===== src/rtl/shift_pkg.sv =====
// Shared definitions for the pipelined barrel shifter: op encodings and the
// ceiling-log2 helper used to size the shift amount.
package shift_pkg;

  typedef logic [1:0] shift_op_t;

  localparam shift_op_t SHIFT_SLL = 2'b00;
  localparam shift_op_t SHIFT_SRL = 2'b01;
  localparam shift_op_t SHIFT_SRA = 2'b10;
  localparam shift_op_t SHIFT_ROR = 2'b11;

  function automatic int shift_clog2(input int value);
    int r;
    int v;
    r = 0;
    v = value - 1;
    while (v > 0) begin
      r++;
      v = v >> 1;
    end
    return r;
  endfunction

endpackage


===== src/rtl/shift_pipe_if.sv =====
// Operation/result handshake bundle for shift_pipe. Data and shift amount are
// declared ascending so index 0 is the most significant bit.
interface shift_pipe_if
  import shift_pkg::*;
#(
  parameter int WIDTH = 32,
  parameter int TAG_W = 5
);

  localparam int SHAMT_W = shift_clog2(WIDTH);

  logic               in_valid;
  logic               in_ready;
  logic [0:WIDTH-1]   in_data;
  logic [0:SHAMT_W-1] in_shamt;
  shift_op_t          in_op;
  logic [TAG_W-1:0]   in_tag;

  logic               out_valid;
  logic               out_ready;
  logic [0:WIDTH-1]   out_data;
  logic [TAG_W-1:0]   out_tag;

  modport master (
    output in_valid, in_data, in_shamt, in_op, in_tag, out_ready,
    input  in_ready, out_valid, out_data, out_tag
  );

  modport slave (
    input  in_valid, in_data, in_shamt, in_op, in_tag, out_ready,
    output in_ready, out_valid, out_data, out_tag
  );

endinterface


===== src/rtl/shift_pipe_stage.sv =====
// One registered mux level of the barrel shifter: conditionally shifts by AMOUNT.
// Rotate wrap logic exists only when SHIFT_ROTATE_EN is defined; otherwise ROR acts as SRL.
module shift_pipe_stage
  import shift_pkg::*;
#(
  parameter int WIDTH  = 32,
  parameter int TAG_W  = 5,
  parameter int AMOUNT = 1
) (
  input  logic                            clk,
  input  logic                            reset,
  input  logic                            flush,
  input  logic                            up_valid_i,
  input  logic [0:WIDTH-1]                up_data_i,
  input  logic [0:shift_clog2(WIDTH)-1]   up_shamt_i,
  input  shift_op_t                       up_op_i,
  input  logic [TAG_W-1:0]                up_tag_i,
  input  logic                            ds_adv_i,
  output logic                            valid_o,
  output logic [0:WIDTH-1]                data_o,
  output logic [0:shift_clog2(WIDTH)-1]   shamt_o,
  output shift_op_t                       op_o,
  output logic [TAG_W-1:0]                tag_o
);

  localparam int SHAMT_W = shift_clog2(WIDTH);
  // Stage with AMOUNT = 2^j is steered by shamt bit SHAMT_W-1-j (bit 0 is the MSB).
  localparam int SEL_IDX = SHAMT_W - 1 - shift_clog2(AMOUNT);

  function automatic logic [0:WIDTH-1] shift_data(input logic [0:WIDTH-1] d,
                                                  input shift_op_t         op);
    logic signed [0:WIDTH-1] sd;
    logic        [0:WIDTH-1] r;
    sd = d;
    case (op)
      SHIFT_SLL: r = d << AMOUNT;
      SHIFT_SRA: r = sd >>> AMOUNT;
`ifdef SHIFT_ROTATE_EN
      SHIFT_ROR: r = (d >> AMOUNT) | (d << (WIDTH - AMOUNT));
`endif
      default:   r = d >> AMOUNT;
    endcase
    return r;
  endfunction

  logic                 vld_q;
  logic [0:WIDTH-1]     data_q;
  logic [0:WIDTH-1]     data_d;
  logic [0:SHAMT_W-1]   shamt_q;
  shift_op_t            op_q;
  logic [TAG_W-1:0]     tag_q;
  logic                 adv;

  assign adv    = !vld_q || ds_adv_i;
  assign data_d = up_shamt_i[SEL_IDX] ? shift_data(up_data_i, up_op_i) : up_data_i;

  always_ff @(posedge clk or posedge reset) begin
    if (reset) begin
      vld_q <= 1'b0;
    end else if (flush) begin
      vld_q <= 1'b0;
    end else if (adv) begin
      vld_q <= up_valid_i;
    end
  end

  // Payload is only meaningful while vld_q is set, so it carries no reset.
  always_ff @(posedge clk) begin
    if (adv && up_valid_i) begin
      data_q  <= data_d;
      shamt_q <= up_shamt_i;
      op_q    <= up_op_i;
      tag_q   <= up_tag_i;
    end
  end

  assign valid_o = vld_q;
  assign data_o  = data_q;
  assign shamt_o = shamt_q;
  assign op_o    = op_q;
  assign tag_o   = tag_q;

endmodule


===== src/rtl/shift_pipe.sv =====
// Pipelined barrel shifter (SLL/SRL/SRA, ROR when SHIFT_ROTATE_EN is defined),
// one registered level per shift-amount bit, with valid/ready backpressure.
module shift_pipe
  import shift_pkg::*;
#(
  parameter int WIDTH = 32,
  parameter int TAG_W = 5
) (
  input  logic         clk,
  input  logic         reset,
  input  logic         flush,
  shift_pipe_if.slave  bus
);

  localparam int SHAMT_W = shift_clog2(WIDTH);
  localparam int LAST    = SHAMT_W - 1;

  logic                acc_vld;
  logic                vld_s   [SHAMT_W];
  logic [0:WIDTH-1]    data_s  [SHAMT_W];
  logic [0:SHAMT_W-1]  shamt_s [SHAMT_W];
  shift_op_t           op_s    [SHAMT_W];
  logic [TAG_W-1:0]    tag_s   [SHAMT_W];
  logic                adv     [SHAMT_W+1];

  // adv[k]: stage k may load this cycle; adv[SHAMT_W] is the consumer's ready.
  always_comb begin
    adv[SHAMT_W] = bus.out_ready;
    for (int k = SHAMT_W - 1; k >= 0; k--) begin
      adv[k] = !vld_s[k] || adv[k+1];
    end
  end

  assign bus.in_ready = adv[0] && !flush;
  assign acc_vld      = bus.in_valid && bus.in_ready;

  for (genvar k = 0; k < SHAMT_W; k++) begin : g_stage
    logic               up_vld;
    logic [0:WIDTH-1]   up_data;
    logic [0:SHAMT_W-1] up_shamt;
    shift_op_t          up_op;
    logic [TAG_W-1:0]   up_tag;

    if (k == 0) begin : g_src
      assign up_vld   = acc_vld;
      assign up_data  = bus.in_data;
      assign up_shamt = bus.in_shamt;
      assign up_op    = bus.in_op;
      assign up_tag   = bus.in_tag;
    end else begin : g_src
      assign up_vld   = vld_s[k-1];
      assign up_data  = data_s[k-1];
      assign up_shamt = shamt_s[k-1];
      assign up_op    = op_s[k-1];
      assign up_tag   = tag_s[k-1];
    end

    shift_pipe_stage #(
      .WIDTH  (WIDTH),
      .TAG_W  (TAG_W),
      .AMOUNT (1 << (SHAMT_W - 1 - k))
    ) u_stage (
      .clk        (clk),
      .reset      (reset),
      .flush      (flush),
      .up_valid_i (up_vld),
      .up_data_i  (up_data),
      .up_shamt_i (up_shamt),
      .up_op_i    (up_op),
      .up_tag_i   (up_tag),
      .ds_adv_i   (adv[k+1]),
      .valid_o    (vld_s[k]),
      .data_o     (data_s[k]),
      .shamt_o    (shamt_s[k]),
      .op_o       (op_s[k]),
      .tag_o      (tag_s[k])
    );
  end

  // Masking keeps the output at zero whenever no result is presented.
  assign bus.out_valid = vld_s[LAST];
  assign bus.out_data  = vld_s[LAST] ? data_s[LAST] : '0;
  assign bus.out_tag   = vld_s[LAST] ? tag_s[LAST]  : '0;

endmodule


===== src/flat_wrapper.sv =====
// flat-port wrapper written by rule: the top's interface ports become plain ports
module shift_pipe_flat import shift_pkg::*;
#(
  parameter int WIDTH = 32,
  parameter int TAG_W = 5
)
  (clk, reset, flush, bus_in_valid, bus_in_data, bus_in_shamt, bus_in_op, bus_in_tag, bus_out_ready, bus_in_ready, bus_out_valid, bus_out_data, bus_out_tag);
  shift_pipe_if #(.WIDTH(WIDTH), .TAG_W(TAG_W)) bus_i ();
  input  logic clk;
  input  logic reset;
  input  logic flush;
  input wire logic [$bits(bus_i.in_valid)-1:0] bus_in_valid;
  input wire logic [$bits(bus_i.in_data)-1:0] bus_in_data;
  input wire logic [$bits(bus_i.in_shamt)-1:0] bus_in_shamt;
  input wire logic [$bits(bus_i.in_op)-1:0] bus_in_op;
  input wire logic [$bits(bus_i.in_tag)-1:0] bus_in_tag;
  input wire logic [$bits(bus_i.out_ready)-1:0] bus_out_ready;
  output wire logic [$bits(bus_i.in_ready)-1:0] bus_in_ready;
  output wire logic [$bits(bus_i.out_valid)-1:0] bus_out_valid;
  output wire logic [$bits(bus_i.out_data)-1:0] bus_out_data;
  output wire logic [$bits(bus_i.out_tag)-1:0] bus_out_tag;
  assign bus_i.in_valid = bus_in_valid;
  assign bus_i.in_data = bus_in_data;
  assign bus_i.in_shamt = bus_in_shamt;
  assign bus_i.in_op = bus_in_op;
  assign bus_i.in_tag = bus_in_tag;
  assign bus_i.out_ready = bus_out_ready;
  assign bus_in_ready = bus_i.in_ready;
  assign bus_out_valid = bus_i.out_valid;
  assign bus_out_data = bus_i.out_data;
  assign bus_out_tag = bus_i.out_tag;
  shift_pipe #(.WIDTH(WIDTH), .TAG_W(TAG_W)) u_core (.clk(clk), .reset(reset), .flush(flush), .bus(bus_i));
endmodule

===== config.mk =====
export PLATFORM = sky130hd
export DESIGN_NAME = shift_pipe_flat
export DESIGN_NICKNAME = d
export VERILOG_FILES = /design/src/rtl/shift_pkg.sv /design/src/rtl/shift_pipe_if.sv /design/src/rtl/shift_pipe_stage.sv /design/src/rtl/shift_pipe.sv /design/src/flat_wrapper.sv
export SDC_FILE = /design/constraint.sdc
export NUM_CORES = 1
export LEC_CHECK = 0
export ABC_AREA = 0
export CAP_MARGIN = 20
export CORE_MARGIN = 2
export CORE_UTILIZATION = 53
export DETAILED_ROUTE_END_ITERATION = 10
export GPL_TIMING_DRIVEN = 0
export PLACE_DENSITY = 0.81
export SLEW_MARGIN = 10
export SYNTH_ARGS = -nofsm -noshare
export SYNTH_HDL_FRONTEND = slang
export SYNTH_SLANG_ARGS = --single-unit

===== constraint.sdc =====
create_clock -name clk -period 4 [get_ports clk]
set_input_delay 0.6 -clock clk [delete_from_list [all_inputs] [get_ports clk]]
set_output_delay 0.6 -clock clk [all_outputs]
set_load 0.02 [all_outputs]

Yosys cells after proc, flatten, opt, wreduce, memory -nomap -nowiden

Cells that the tools add are included.

Bits in registers: 208
Word-level logic and storage cells: 78
Output and inout port bits: 39
Bits of input ports: 49

Muxes and demuxes: 22
Equality and inequality tests: 5
Reduce and logical (&&, ||, !) cells: 28

Operators with widths:

| operator                               | number |
|---|---|
| 32-bit one-hot mux with 2 select lines | 5 |
| 32-bit 2-to-1 mux                      | 6 |
| 2-bit == test (second input constant)  | 5 |
| 2-bit logical NOT                      | 5 |
| 1-bit 2-to-1 mux                       | 10 |
| 2-bit nonzero test                     | 5 |
| 1-bit logical AND                      | 7 |
| 1-bit logical NOT                      | 6 |
| 1-bit logical OR                       | 5 |
| 5-bit 2-to-1 mux                       | 1 |

Depth between registers and ports, before layout

Depth after elaboration: 10
Depth in mapped cells: 4
Mapped depth without buffers: 2

Hierarchy

A second synthesis with hierarchy kept.

Cells, all modules: 929
Area, all modules: 11006.8 µm²

Modules (own cells, without submodules):

| module                                        | area each (µm²) | instances | sequential area each (µm²) | cells an instance |
|---|---|---|---|---|
| shift_pipe_stage at u_core.g_stage[3].u_stage | 2204.6          | 1         | 1346.3                     | 195 |
| shift_pipe_stage at u_core.g_stage[2].u_stage | 2168.3          | 1         | 1346.3                     | 189 |
| shift_pipe_stage at u_core.g_stage[0].u_stage | 2162.1          | 1         | 1346.3                     | 160 |
| shift_pipe_stage at u_core.g_stage[1].u_stage | 2107.0          | 1         | 1346.3                     | 179 |
| shift_pipe_stage at u_core.g_stage[4].u_stage | 2050.7          | 1         | 1346.3                     | 157 |
| shift_pipe                                    | 314.1           | 1         | 0.0                        | 49 |

Least setup slack after synthesis

OpenSTA, ideal clock, no wires.

Path kind: input port to flip-flop
Start point: in bus_out_ready
End point: reg u_core.g_stage[1].u_stage.data_q, in the netlist u_core.g_stage[1].u_stage.data_o[0] (enable)
Data required time: 3494 ps
Path buffers: 0
Setup slack: -433 ps
Data arrival time: 3927 ps
Stages on the path: 2
Library setup time: 506 ps
Cells stage by stage: and4b_1 -> a21boi_0

Word-level cells in the longest chain between the ends: 5

RTL lines:

| what                           | line                   | RTL |
|---|---|---|
| start: declaration             | flat_wrapper.sv:17     | `input wire logic [$bits(bus_i.out_ready)-1:0] bus_out_ready;` |
| 1-bit logical OR (3 in series) | shift_pipe.sv:30       | `adv[k] = !vld_s[k] \|\| adv[k+1];` |
| 1-bit logical OR               | shift_pipe_stage.sv:54 | `assign adv = !vld_q \|\| ds_adv_i;` |
| 1-bit logical AND              | shift_pipe_stage.sv:69 | `if (adv && up_valid_i) begin` |
| end signal: assignment         | shift_pipe_stage.sv:70 | `data_q <= data_d;` |
| end: declaration               | shift_pipe_stage.sv:47 | `logic [0:WIDTH-1] data_q;` |

Every way passes these cells.
A chain may end at the register's enable or synchronous reset.

Final worst setup path

Start point: reg u_core.g_stage[4].u_stage.vld_q
End point: out bus_out_data[27]

Word-level cells in the longest chain between the ends: 1

RTL lines:

| what                     | line                   | RTL |
|---|---|---|
| start: declaration       | shift_pipe_stage.sv:46 | `logic vld_q;` |
| start signal: assignment | shift_pipe_stage.sv:63 | `vld_q <= up_valid_i;` |
| 32-bit 2-to-1 mux        | shift_pipe.sv:82       | `assign bus.out_data = vld_s[LAST] ? data_s[LAST] : '0;` |
| end: declaration         | flat_wrapper.sv:20     | `output wire logic [$bits(bus_i.out_data)-1:0] bus_out_data;` |

Every way passes these cells.

==> reports/qor.txt <==
Die ar. -> 20,500 um2
DRT Pass-1 Iters -> 5
Critical Path Sink Type -> primary output
r2r setup slk -> 2.10 ns
critical path required time -> 3.40 ns
Tcrit/Tclk final -> 74.0%
Metal-1 WL -> 7600 um
max cap viols -> 0
post-CTS sizing -> 0
CP max FO -> 10
worst clock skew -> 0.00798 ns
first-pass GRT wire length -> 33,500 um
IO buf count -> 86
DRT antenna net count -> 0
dpl hpwl -> 15,300 um
Distinct cells, synth -> 32
worst r2r src -> u_core.g_stage[4].u_stage.valid_o
Filler Cell Count -> 1,490
multi-input logic area -> 3630 um2
Worst Setup Slack, final -> 1.04 ns
layout cells sized above 1 -> 6.98%
met3 WL -> 935 um
Slew @ Worst Pin -> 0.807 ns
Cell Rows -> 50
Design Power -> 4870 uW
CTS tree -> done
hold_ws -> 0.293 ns
Pwr Density -> 397 nW/um2
largest stage delay on the critical path -> 0.60 ns
Starting Density -> 54.4%
Hold Vio Cnt, Final -> 0
routed vias/inst -> 5.65
routed wire length per instance -> 15.9 um
Post-synth EDFFs -> 203
Worst Path Arrival -> 2.36 ns
CTS H-tree lvls -> 1
clock-pin slew of the registers on the worst-case setup and hold paths -> 0.06 ns
Overflow after GRT -> 0
CP startpoint -> u_core.g_stage[4].u_stage.valid_o
final wirelength -> 20,300 um
RSZ-0062 raised after global routing -> false
top sig layer -> met4
status -> complete, no violations
top cells by area, synth -> edfxtp_1 59%, or3b_1 7.2%, a31oi_1 6.1%, o21ai_0 4.8%, nor2_1 3.8%
VDD IR max -> 253 uV
worst setup path category -> flop to primary output
CTS Buf Count -> 21
Synth Net Count -> 939
DP Worst Slack -> 1.16 ns
sequential element share of the synthesized area -> 60.5%
starting DRC count in detailed routing -> 379
# diodes -> 0
Synth top area share -> 59.3%
area delta synth->final -> 19.1%
Die Y -> 143 um
most instantiated cells after synthesis -> 203 x edfxtp_1, 103 x nor2_1, 100 x a31oi_1
Syn Inst Count -> 890
Netlist Area Pre-Place -> 10,300 um2
Final setup violation count -> 0
Slowest cell on crit path -> clkdlybuf4s50_1
Syn. warnings -> 0
type of origin of the critical path -> flop
clock tree sinks -> 208
Worst-Skew Late Latency -> 0.50 ns
Main synth FF type -> edfxtp_1
Top Ports -> 88
Max Buffers Root-to-Sink -> 3
cts hold-fix bufs -> 0
largest net degree at the start of global routing -> 41
Yosys reg bits -> 208
placer congestion estimate -> 1.02
Final Util -> 64.8%
Post-synth ARST share -> 2.40%
static leakage -> 0.00414 uW
met2 routed WL -> 10,900 um
Nets -> 1,051
initial antenna violation count -> 0
worst reg2reg path depth -> 3
final non-filler cell total -> 1,277
GRT Util Overall -> 20.3%
top-count cell post-synth -> edfxtp_1
Die X -> 143 um
clk root buf -> clkbuf_16
vias in the first global route -> 6,904
worst rel slew slack -> 46.2%
Critical R2R Capture -> u_core.g_stage[0].u_stage.tag_o[2]
most frequent CP cell -> clkbuf_1
# DRC -> 0
synthesized area per cell -> 11.6 um2
placed cells -> 1,239
worst min path class -> input pin to async pin
Post CTS Setup Buffer Count -> 0
max-slew violations -> 0
register area -> 6220 um2
crit path cell chain -> clkbuf_1, clkbuf_1, and2_1, clkdlybuf4s50_1
post-synth top area cell -> edfxtp_1
via count -> 7,212
Max Clock Freq -> 338 MHz
min Tclk post-route -> 2.96 ns
Core Region -> 18,900 um2
-- critical path, delay by kind of cell (launching register included) --
kind | cells | cell delay, ns
simple gates | 1 | 0.17
buf+inv | 3 | 1.28
flops | 1 | 0.41
-- kinds of logic (layout without fill, tap and decap cells) --
family	Yosys count	count (layout)	share of synthesized area [%]
muxes	26	26	2.53
buffers and inverters	114	241	4.55
AOI/OAI and AO/OA	267	267	16.1
DFF	208	208	60.5
and+or+nand+nor	275	275	16.4
-- worst max-delay path by stage --
stage / to
after floorplan: u_core.g_stage[0].u_stage.data_o[0]
after CTS: bus_out_tag[4]
final: bus_out_data[27]
after global routing: bus_out_data[31]
after global placement: u_core.g_stage[0].u_stage.tag_o[0]
after detailed placement: bus_in_ready
-- stage by stage --
step	TNS (ns)	cell area (um2)
after detailed placement	0	11600
after floorplan	0	10300
final	0	12300
after global routing	0	12300
after global placement	-52.45	11500
after CTS	0	12300
-- registers in the layout (all words and copies together), names as in the netlist --
register	count
u_core.g_stage.u_stage.data_o	160
u_core.g_stage.u_stage.tag_o	25
u_core.g_stage.u_stage.shamt_o	10
u_core.g_stage.u_stage.op_o	8
u_core.g_stage.u_stage.valid_o	5
-- metal layers --
metal / vias up / track usage [%]
met2: 231 / 39.1
met1: 3323 / 21.7
met3: 56 / 3.10
li1: 3602 / -
met5: - / 0
met4: 0 / 9.29
-- where the power goes --
part,internal [uW],switching (uW),leakage [uW]
clock,1160,767,0.000339
sequential,2490,58.9,0.00193
combinational,178,210,0.00187
-- placed cells by master (no fill, tap or decap), drive strengths merged, types with 15 or more instances in the layout --
master	instances
clkdlybuf4s50	86
a31oi	100
buf	24
edfxtp	203
clkbuf	86
nand2	16
o21ai	98
mux2i	26
and2	39
a22o	16
o22ai	26
nor2	103
o2bb2ai	15
inv	32
or3b	98
-- final cells by class --
type | instances | area share, %
Sequential cell | 208 | 50.8
Multi-Input combinational cell | 568 | 29.6
Timing Repair Buffer | 89 | 7.52
Clock buffer | 24 | 4.38
Buffer | 83 | 2.87
Tap cell | 260 | 2.66
Clock inverter | 14 | 1.21
Inverter | 31 | 0.950
Note: power is estimated with default switching activity, not from simulation.
